[config.mk]
export PLATFORM = sky130hd
export DESIGN_NAME = io_pipes_tx_mux
export DESIGN_NICKNAME = d
export VERILOG_FILES = /design/src/rtl/dc_bsp_pkg.sv /design/src/rtl/io_pipes_tx_skid.sv /design/src/rtl/io_pipes_tx_mux.sv
export SDC_FILE = /design/constraint.sdc
export NUM_CORES = 1
export LEC_CHECK = 0
export CORE_AREA = 5 5 447 449
export DETAILED_ROUTE_END_ITERATION = 6
export DIE_AREA = 0 0 452 454
export GPL_TIMING_DRIVEN = 1
export PLACE_DENSITY = 0.37
export SYNTH_ARGS = -nofsm -noshare
export SYNTH_HDL_FRONTEND = slang
export SYNTH_SLANG_ARGS = --single-unit
export TNS_END_PERCENT = 20
[constraint.sdc]
create_clock -name clk -period 6 [get_ports clk]
set_clock_uncertainty 0.15 [all_clocks]
set_input_delay 1.2 -clock clk [delete_from_list [all_inputs] [get_ports clk]]
set_output_delay 1.2 -clock clk [all_outputs]
set_load 0.005 [all_outputs]
[src/rtl/dc_bsp_pkg.sv]
// Shared board-support definitions for the I/O pipe egress path:
// channel count, shim beat width, channel tag width and the mux FSM states.
package dc_bsp_pkg;

   localparam int IO_PIPES_NUM_CHAN      = 16;
   localparam int SHIM_AVST_DATA_WIDTH   = 64;
   localparam int IO_PIPES_TX_CHAN_WIDTH = $clog2(IO_PIPES_NUM_CHAN);

   typedef enum logic {
      IDLE   = 1'b0,
      LOCKED = 1'b1
   } io_pipes_tx_state_e;

endpackage : dc_bsp_pkg

[src/rtl/io_pipes_tx_skid.sv]
// Generic 2-entry valid/ready skid buffer. in_ready comes only from the
// occupancy register, so there is no combinational path from out_ready back
// to in_ready. Payload reads as zero while the buffer is empty.
module io_pipes_tx_skid
   import dc_bsp_pkg::*;
#(
   parameter int W = 8
) (
   input  logic         clk,
   input  logic         reset,
   input  logic         in_valid,
   output logic         in_ready,
   input  logic [W-1:0] in_payload,
   output logic         out_valid,
   input  logic         out_ready,
   output logic [W-1:0] out_payload
);

   logic [W-1:0] mem_reg [2];
   logic         wr_ptr_reg;
   logic         rd_ptr_reg;
   logic [1:0]   count_reg;
   logic         push;
   logic         pop;

   assign in_ready    = (count_reg != 2'd2);
   assign out_valid   = (count_reg != 2'd0);
   assign push        = in_valid & in_ready;
   assign pop         = out_valid & out_ready;
   assign out_payload = out_valid ? mem_reg[rd_ptr_reg] : '0;

   // Occupancy and pointers; reset discards anything buffered.
   always_ff @(posedge clk) begin
      if (reset) begin
         wr_ptr_reg <= 1'b0;
         rd_ptr_reg <= 1'b0;
         count_reg  <= 2'd0;
      end else begin
         if (push) wr_ptr_reg <= ~wr_ptr_reg;
         if (pop)  rd_ptr_reg <= ~rd_ptr_reg;
         count_reg <= count_reg + {1'b0, push} - {1'b0, pop};
      end
   end

   // Storage entries carry no reset; the empty flag masks stale contents.
   always_ff @(posedge clk) begin
      if (push) mem_reg[wr_ptr_reg] <= in_payload;
   end

endmodule : io_pipes_tx_skid

[src/rtl/io_pipes_tx_mux.sv]
// Kernel-to-host egress mux: merges NUM_CHAN Avalon-ST pipe channels into one
// channel-tagged stream with packet-atomic round-robin arbitration.
// Optional macro IO_PIPES_TX_OUTREG_EN registers the outputs through a
// 2-entry skid buffer (1-cycle latency); otherwise the path is combinational.
module io_pipes_tx_mux
   import dc_bsp_pkg::*;
#(
   parameter int NUM_CHAN   = IO_PIPES_NUM_CHAN,
   parameter int DATA_WIDTH = SHIM_AVST_DATA_WIDTH,
   parameter int CHAN_WIDTH = $clog2(NUM_CHAN)
) (
   input  logic                           clk,
   input  logic                           reset,
   input  logic [NUM_CHAN-1:0]            k_valid,
   input  logic [NUM_CHAN*DATA_WIDTH-1:0] k_data,
   input  logic [NUM_CHAN-1:0]            k_sop,
   input  logic [NUM_CHAN-1:0]            k_eop,
   output logic [NUM_CHAN-1:0]            k_ready,
   output logic                           tx_valid,
   output logic [DATA_WIDTH-1:0]          tx_data,
   output logic [CHAN_WIDTH-1:0]          tx_channel,
   output logic                           tx_sop,
   output logic                           tx_eop,
   input  logic                           tx_ready
);

   // First requester strictly after ptr, wrapping; MSB flags "found".
   function automatic logic [CHAN_WIDTH:0] rr_first(input logic [NUM_CHAN-1:0] req,
                                                    input logic [CHAN_WIDTH-1:0] ptr);
      logic [CHAN_WIDTH:0] res;
      int                  idx;
      res = '0;
      for (int k = NUM_CHAN; k >= 1; k--) begin
         idx = (int'(ptr) + k) % NUM_CHAN;
         if (req[idx]) res = {1'b1, idx[CHAN_WIDTH-1:0]};
      end
      return res;
   endfunction

   io_pipes_tx_state_e    state_reg;
   logic [CHAN_WIDTH-1:0] rr_ptr_reg;
   logic [CHAN_WIDTH-1:0] lock_chan_reg;
   logic                  hold_reg;
   logic [CHAN_WIDTH-1:0] hold_chan_reg;

   logic [CHAN_WIDTH:0]   rr_res;
   logic [CHAN_WIDTH-1:0] sel_chan;
   logic                  sel_valid;
   logic [DATA_WIDTH-1:0] sel_data;
   logic                  sel_sop;
   logic                  sel_eop;
   logic                  accept;
   logic                  fire;

   assign rr_res = rr_first(k_valid, rr_ptr_reg);

   // Selected source: locked channel, else a stalled grant frozen until
   // accepted, else the fresh round-robin winner.
   always_comb begin
      sel_chan  = rr_res[CHAN_WIDTH-1:0];
      sel_valid = rr_res[CHAN_WIDTH];
      if (state_reg == LOCKED) begin
         sel_chan  = lock_chan_reg;
         sel_valid = k_valid[lock_chan_reg];
      end else if (hold_reg) begin
         sel_chan  = hold_chan_reg;
         sel_valid = k_valid[hold_chan_reg];
      end
      if (reset) sel_valid = 1'b0;
   end

   assign sel_data = k_data[int'(sel_chan)*DATA_WIDTH +: DATA_WIDTH];
   assign sel_sop  = k_sop[sel_chan];
   assign sel_eop  = k_eop[sel_chan];
   assign fire     = sel_valid & accept;

   // Ready is one-hot on the selected channel, or all zero.
   generate
      for (genvar gi = 0; gi < NUM_CHAN; gi++) begin : g_ready
         assign k_ready[gi] = sel_valid & accept & (sel_chan == CHAN_WIDTH'(gi));
      end
   endgenerate

`ifdef IO_PIPES_TX_OUTREG_EN
   localparam int PW = 2 + CHAN_WIDTH + DATA_WIDTH;
   logic [PW-1:0] out_payload;

   io_pipes_tx_skid #(
      .W (PW)
   ) u_skid (
      .clk         (clk),
      .reset       (reset),
      .in_valid    (sel_valid),
      .in_ready    (accept),
      .in_payload  ({sel_sop, sel_eop, sel_chan, sel_data}),
      .out_valid   (tx_valid),
      .out_ready   (tx_ready),
      .out_payload (out_payload)
   );

   assign {tx_sop, tx_eop, tx_channel, tx_data} = out_payload;
`else
   assign accept     = tx_ready;
   assign tx_valid   = sel_valid;
   assign tx_data    = sel_valid ? sel_data : '0;
   assign tx_channel = sel_valid ? sel_chan : '0;
   assign tx_sop     = sel_valid & sel_sop;
   assign tx_eop     = sel_valid & sel_eop;
`endif

   // Arbitration FSM: lock on a non-final beat, release on eop and resume the
   // search just after the channel that finished.
   always_ff @(posedge clk) begin
      if (reset) begin
         state_reg     <= IDLE;
         rr_ptr_reg    <= CHAN_WIDTH'(NUM_CHAN - 1);
         lock_chan_reg <= '0;
         hold_reg      <= 1'b0;
         hold_chan_reg <= '0;
      end else begin
         case (state_reg)
            IDLE: begin
               if (fire) begin
                  hold_reg <= 1'b0;
                  if (sel_eop) begin
                     rr_ptr_reg <= sel_chan;
                  end else begin
                     state_reg     <= LOCKED;
                     lock_chan_reg <= sel_chan;
                  end
               end else if (sel_valid) begin
                  hold_reg      <= 1'b1;
                  hold_chan_reg <= sel_chan;
               end else begin
                  hold_reg <= 1'b0;
               end
            end
            LOCKED: begin
               if (fire && sel_eop) begin
                  state_reg  <= IDLE;
                  rr_ptr_reg <= lock_chan_reg;
               end
            end
            default: state_reg <= IDLE;
         endcase
      end
   end

endmodule : io_pipes_tx_mux
# [Yosys cells after proc, flatten, opt, wreduce, memory -nomap -nowiden]
# Cells that the tools add are included.
[word_totals] reg_bits=14 output_inout_bits=87 wordCells=207
[op_classes] add_sub_neg=16 magnitude_cmp=19 n_eq_ne=18 shift=1 muxes=89 n_bitwise=38 reduce_logical=21
[ops] operator="$shiftx 1024x11->64" count=1
[ops] operator="$lt 5x6->1 const B" count=16
[ops] operator="$bmux 1 s4" count=20
[ops] operator="$mux 5" count=16
[ops] operator="$mux 64" count=1
[ops] operator="$reduce_or 4->1" count=16
[ops] operator="$mux 1" count=44
[ops] operator="$add 4x4->4 const B" count=8
[ops] operator="$eq 4x4->1 const B" count=8
[ops] operator="$mux 4" count=6
[ops] operator="$and 1x1->1" count=19
[ops] operator="$add 4x3->4 const B" count=4
[ops] operator="$and 1x1->1 const A" count=16
[ops] operator="$eq 4x3->1 const B" count=4
[ops] operator="$lt 4x5->1 const B" count=3
[ops] operator="$reduce_and 3->1" count=3
[ops] operator="$add 4x1->4 const B" count=2
[ops] operator="$add 4x2->4 const B" count=2
[ops] operator="$eq 4x2->1 const B" count=2
[ops] operator="$pmux 4 s2" count=1
[ops] operator="$eq 4x1->1 const B" count=1
[ops] operator="$logic_not 4->1" count=1
[ops] operator="$ne 2x2->1 const B" count=2
[ops] operator="$not 1->1" count=3
[ops] operator="other kinds (3)" count=3

# [Depth between registers and ports, before layout]
[depth] ltp_word=29 mapped_depth=21 depth_no_buf=13

# [Worst setup path after synthesis]
# No wires, ideal clock.
[synth_timing] path_type="register to output" from="register rr_ptr_reg[0]" to="output tx_data[22]" t_arrival_ns=4.409 t_required_ns=4.650 slack_ns=0.241 path_stages_with_launch=19 path_buffers=6 cell_sequence="dfxtp_1 buf_6 buf_6 buf_6 inv_1 ha_1 buf_2 mux4_2 mux4_2 o221ai_1 a21oi_1 or3_1 a41oi_1 nor2_1 nor2_1 buf_2 buf_1 nand3_1 a41oi_1"
[synth_via] elab_chain_len=24
[synth_lines] item="start: declaration" line_no="io_pipes_tx_mux.sv:41" text="logic [CHAN_WIDTH-1:0] rr_ptr_reg;"
[synth_lines] item="start signal: assignment" line_no="io_pipes_tx_mux.sv:116" text="rr_ptr_reg <= CHAN_WIDTH'(NUM_CHAN - 1);"
[synth_lines] item="start signal: assignment" line_no="io_pipes_tx_mux.sv:126" text="rr_ptr_reg <= sel_chan;"
[synth_lines] item="start signal: assignment" line_no="io_pipes_tx_mux.sv:141" text="rr_ptr_reg <= lock_chan_reg;"
[synth_lines] item="$add 4x1->4" line_no="io_pipes_tx_mux.sv:34" text="idx = (int'(ptr) + k) % NUM_CHAN;"
[synth_lines] item="$bmux 1 s4" line_no="io_pipes_tx_mux.sv:35" text="if (req[idx]) res = {1'b1, idx[CHAN_WIDTH-1:0]};"
[synth_lines] item="$mux 1 (not written as such) (2 in a row)" line_no="io_pipes_tx_mux.sv:35"
[synth_lines] item="$mux 5 (15 in a row)" line_no="io_pipes_tx_mux.sv:35"
[synth_lines] item="$mux 5 (*)" line_no="io_pipes_tx_mux.sv:35"
[synth_lines] item="$mux 4 / $mux 1 (equally long branches)" line_no="io_pipes_tx_mux.sv:65" text="end else if (hold_reg) begin"
[synth_lines] item="$mux 4 / $mux 1 (equally long branches)" line_no="io_pipes_tx_mux.sv:62" text="if (state_reg == LOCKED) begin"
[synth_lines] item="$shiftx 1024x11->64 / $mux 1 (equally long branches)" line_no="io_pipes_tx_mux.sv:72, io_pipes_tx_mux.sv:69"
[synth_lines] item="$mux 64 (*)" line_no="io_pipes_tx_mux.sv:105" text="assign tx_data = sel_valid ? sel_data : '0;"
[synth_lines] item="end: declaration" line_no="io_pipes_tx_mux.sv:20" text="output logic [DATA_WIDTH-1:0] tx_data,"
# Mark *: on every way between the ends. The rest lies on a longest branch, timed or not. The select of a mux whose other input is x is not followed.

# [Final worst setup path]
[layout_timing] from="input k_valid[14]" to="output tx_data[28]"
[layout_via] elab_chain_len=23
[layout_lines] item="start: declaration" line_no="io_pipes_tx_mux.sv:14" text="input logic [NUM_CHAN-1:0] k_valid,"
[layout_lines] item="$bmux 1 s4" line_no="io_pipes_tx_mux.sv:35"
[layout_lines] item="$mux 1 (not written as such) (2 in a row)" line_no="io_pipes_tx_mux.sv:35"
[layout_lines] item="$mux 5 (16 in a row)" line_no="io_pipes_tx_mux.sv:35"
[layout_lines] item="$mux 4 / $mux 1 (equally long branches)" line_no="io_pipes_tx_mux.sv:65"
[layout_lines] item="$mux 4 / $mux 1 (equally long branches)" line_no="io_pipes_tx_mux.sv:62"
[layout_lines] item="$shiftx 1024x11->64 / $mux 1 (equally long branches)" line_no="io_pipes_tx_mux.sv:72, io_pipes_tx_mux.sv:69"
[layout_lines] item="$mux 64 (*)" line_no="io_pipes_tx_mux.sv:105"
# Marks and branches as above.

==> impl_metrics.yaml <==
run_status:
  status: "finished, violations left"
  violations: "negative setup slack"
detailed_routing:
  drt-total-wl_mm: 188
  ant_nets: 0
  drc: 0
  drtPass1Iterations: 5
  vias: 25700
  wire_per_inst_um: 28.4
  drt_iter0_drc: 2406
  avgViaCountPerCell: 3.88
synth:
  avgSynthCellArea_sq_um: 5.22
  yosys_warnings: 0
  async_flop_share: 0
  yosys-top-cells-count: "nand2_1, nand3_1, o211ai_1"
  yosys-top-cells-area: "nand2_1, nand3_1, o211ai_1"
  syn_inst: 2544
  yosys_register_bits: 14
  synth_edf_count: 0
  synth_top_area_cell: "nand2_1"
  yosysSeqAreaShare: 0.0211
  synth_area_sq_mm: 0.0133
  yosysTopAreaCellShare: 0.341
  synth_nets: 3626
  ys.flop_type: "dfxtp_1"
  synth_most_common_cell: "nand2_1"
  synthDistinctLibCells: 88
critical_path:
  required_ns: 4.65
  rr_worst_depth: 21
  setup.worst_path.class: "input port to primary output"
  crit_buf_inv: 8
  cpMaxStageDelayCell: "o211ai_1"
  arrival_ns: 5.47
  crit_fanout: 26
  cp-startpoint: "k_valid[14]"
  critPathMaxStageDelay_ns: 0.68
  start_kind: "input port"
  critPathTopFamily: "compound AO/OA/AOI/OAI gates"
  cp_cell_sequence: "buf_8 -> buf_6 -> mux4_2 -> mux4_2 -> buf_6 -> buf_6 -> a21oi_4 -> o21ai_4 -> a211oi_4 -> a21oi_4 -> buf_12 -> buf_16 -> buf_12 -> nand2_1 -> nand2_1 -> o211ai_1 -> a41oi_2 -> buf_12"
  critPathCaptureType: "primary output"
  cp.depth: 18
  r2r_start: "rr_ptr_reg[0]"
power:
  peakVddDrop_mv: 0.423
  p_seq_frac: 0.006
  p_int_uw: 14100
  report.power.total_uw: 32200
  sw_frac_of_total: 0.562
  comb_power_share: 0.989
  p_per_area_mw_per_mm2: 924
  clockPowerShare: 0.004
  p_leak_uw: 0.0138
  p_sw_uw: 18100
die:
  die_height_um: 454
  die_area_sq_mm: 0.205
  core_sq_mm: 0.196
  die_x_um: 452
  rows: 163
  pin_count: 1162
  start_util: 0.0679
global_routing:
  grt_antenna_before_repair: 87
  grt_pass1_vias: 25600
  grtUsageTotal: 0.171
  grt_max_degree: 66
  grt-ovfl-total: 0
  grt_pass1_wl_mm: 240
clocking:
  clock-sinks: 14
  numCtsBuffers: 3
  cts-root-buf: "clkbuf_16"
  clk_pin_slew_ns: 0.05
  cts_max_level: 1
  clock_path_buffers: 2
  clkLatencyLatePin_ns: 0.24
  cts_tree: "yes"
timing:
  period_needed_ns: 6.82
  slew_headroom: 0.418
  finalSetupTns_ns: -36.85
  max_freq_mhz: 147
  tightestPinTransition_ns: 0.869
  hold_violations: 0
  rsz0062_at_grt: "true"
  finalWorstSetupSlack_ns: -0.818
  maxSlewViolCount: 0
  post-route-period-util: 1.14
  setup_viol: 79
final_layout:
  drive_gt1_frac: 0.222
  num-fill-cells: 22500
  area_growth_pct: 162
  finalNetCount: 5118
  utilization: 0.178
  stdcell_area_sq_mm: 0.0348
place:
  place_ws_ns: -1.79
  hpwl_mm: 161
  gp_congestion: 0.951
  dpl_cell_area_sq_mm: 0.0315
  io_buffer_count: 1161
min_path:
  min_path_cells: 2
  min_from: "hold_chan_reg[2]"
  min_path_type: "flop to flop"
job:
  cap_violations: 0
## worst reg2reg max path, delay by kind of cell (launching register included)
| family | cells | cell delay [ns] |
|---|---|---|
| flip-flops | 1 | 0.33 |
| buffers and inverters | 10 | 1.46 |
| multiplexers | 2 | 1.08 |
| AO/OA/AOI/OAI | 7 | 1.39 |
| adder cells (fa/ha/maj) | 1 | 0.34 |
| AND/OR/NAND/NOR | 1 | 0.23 |
## placed cells by master (no fill, tap or decap), types with 10 or more instances in the layout
| cell | n |
|---|---|
| mux2i_1 | 26 |
| clkdlybuf4s50_1 | 1080 |
| buf_2 | 27 |
| nand2_2 | 18 |
| a41oi_1 | 17 |
| o211ai_1 | 136 |
| buf_12 | 92 |
| nand3_2 | 69 |
| inv_1 | 15 |
| nand3_1 | 453 |
| a21oi_1 | 22 |
| buf_4 | 393 |
| a41oi_4 | 11 |
| bufbuf_16 | 12 |
| nor2_1 | 47 |
| buf_6 | 52 |
| buf_16 | 22 |
| diode_2 | 20 |
| o21ai_0 | 10 |
| nor3_1 | 16 |
| buf_8 | 17 |
| a41oi_2 | 38 |
| mux4_2 | 31 |
| dfxtp_1 | 14 |
| nand2_1 | 1189 |
## final timing paths
| check | slack, ns | end |
|---|---|---|
| max | -0.82 | tx_data[28] |
| min | 0.45 | hold_chan_reg[2] |
| max reg2reg | 0.88 | lock_chan_reg[2] |
| min reg2reg | 0.45 | hold_chan_reg[2] |
## metal layers
layer  wire length [um]  global-route usage  part of all wire  up-vias
met5                340                   0            0.0018        -
met4               3970              0.0311             0.021       52
met3              12900              0.0354             0.068      178
met2              93900               0.304              0.50     1070
met1              77000               0.215              0.41    12500
li1                   -                   -                 -    11900
## repair_timing
item | in CTS | in global routing
pin swaps | 51 | 49
setup endpoints to repair | 87 | 87
hold buffers | 0 | 0
resized for setup | 330 | 210
buffers inserted | 73 | 22
cloned | 21 | 6
## kinds of logic (layout without fill, tap and decap cells)
kind of cell | Yosys count | count (layout) | share of synthesized area
fa+ha+maj | 7 | 7 | 0.00659
simple gates | 1850 | 1850 | 0.583
xor+xnor | 14 | 14 | 0.0104
buf+inv | 248 | 1739 | 0.0824
other cells | 0 | 20 | 0
flops | 14 | 14 | 0.0211
mux | 85 | 85 | 0.0987
compound gates | 326 | 326 | 0.198
## power by group through the flow
stage                     logic, uW  registers (uW)  clock network [uW]
after CTS                     30600             203                 142
final                         31800             201                 140
after global placement        26700             204                   0
after global routing          33700             207                 147
after detailed placement      26600             204                   0
after floorplan               11000             153                   0
## per-stage QoR
stage,instances,hold WS [ns]
floorplan,2544,0.347
global placement,6474,0.445
detailed placement,6474,0.448
CTS,6567,0.459
global route,6604,0.467
finish,6612,0.452
## area by class of cell
| cell class | instances | area [sq um] | share of cell area |
|---|---|---|---|
| timing repair buffer | 1720 | 17900 | 0.514 |
| multi-input combinational | 2282 | 13300 | 0.381 |
| tap | 2557 | 3200 | 0.0918 |
| sequential | 14 | 280 | 0.00805 |
| clock buffer | 4 | 88.8 | 0.00255 |
| inverter | 15 | 56.3 | 0.00162 |
| antenna | 20 | 50.0 | 0.00144 |
Note: power is estimated with default switching activity, not from simulation.
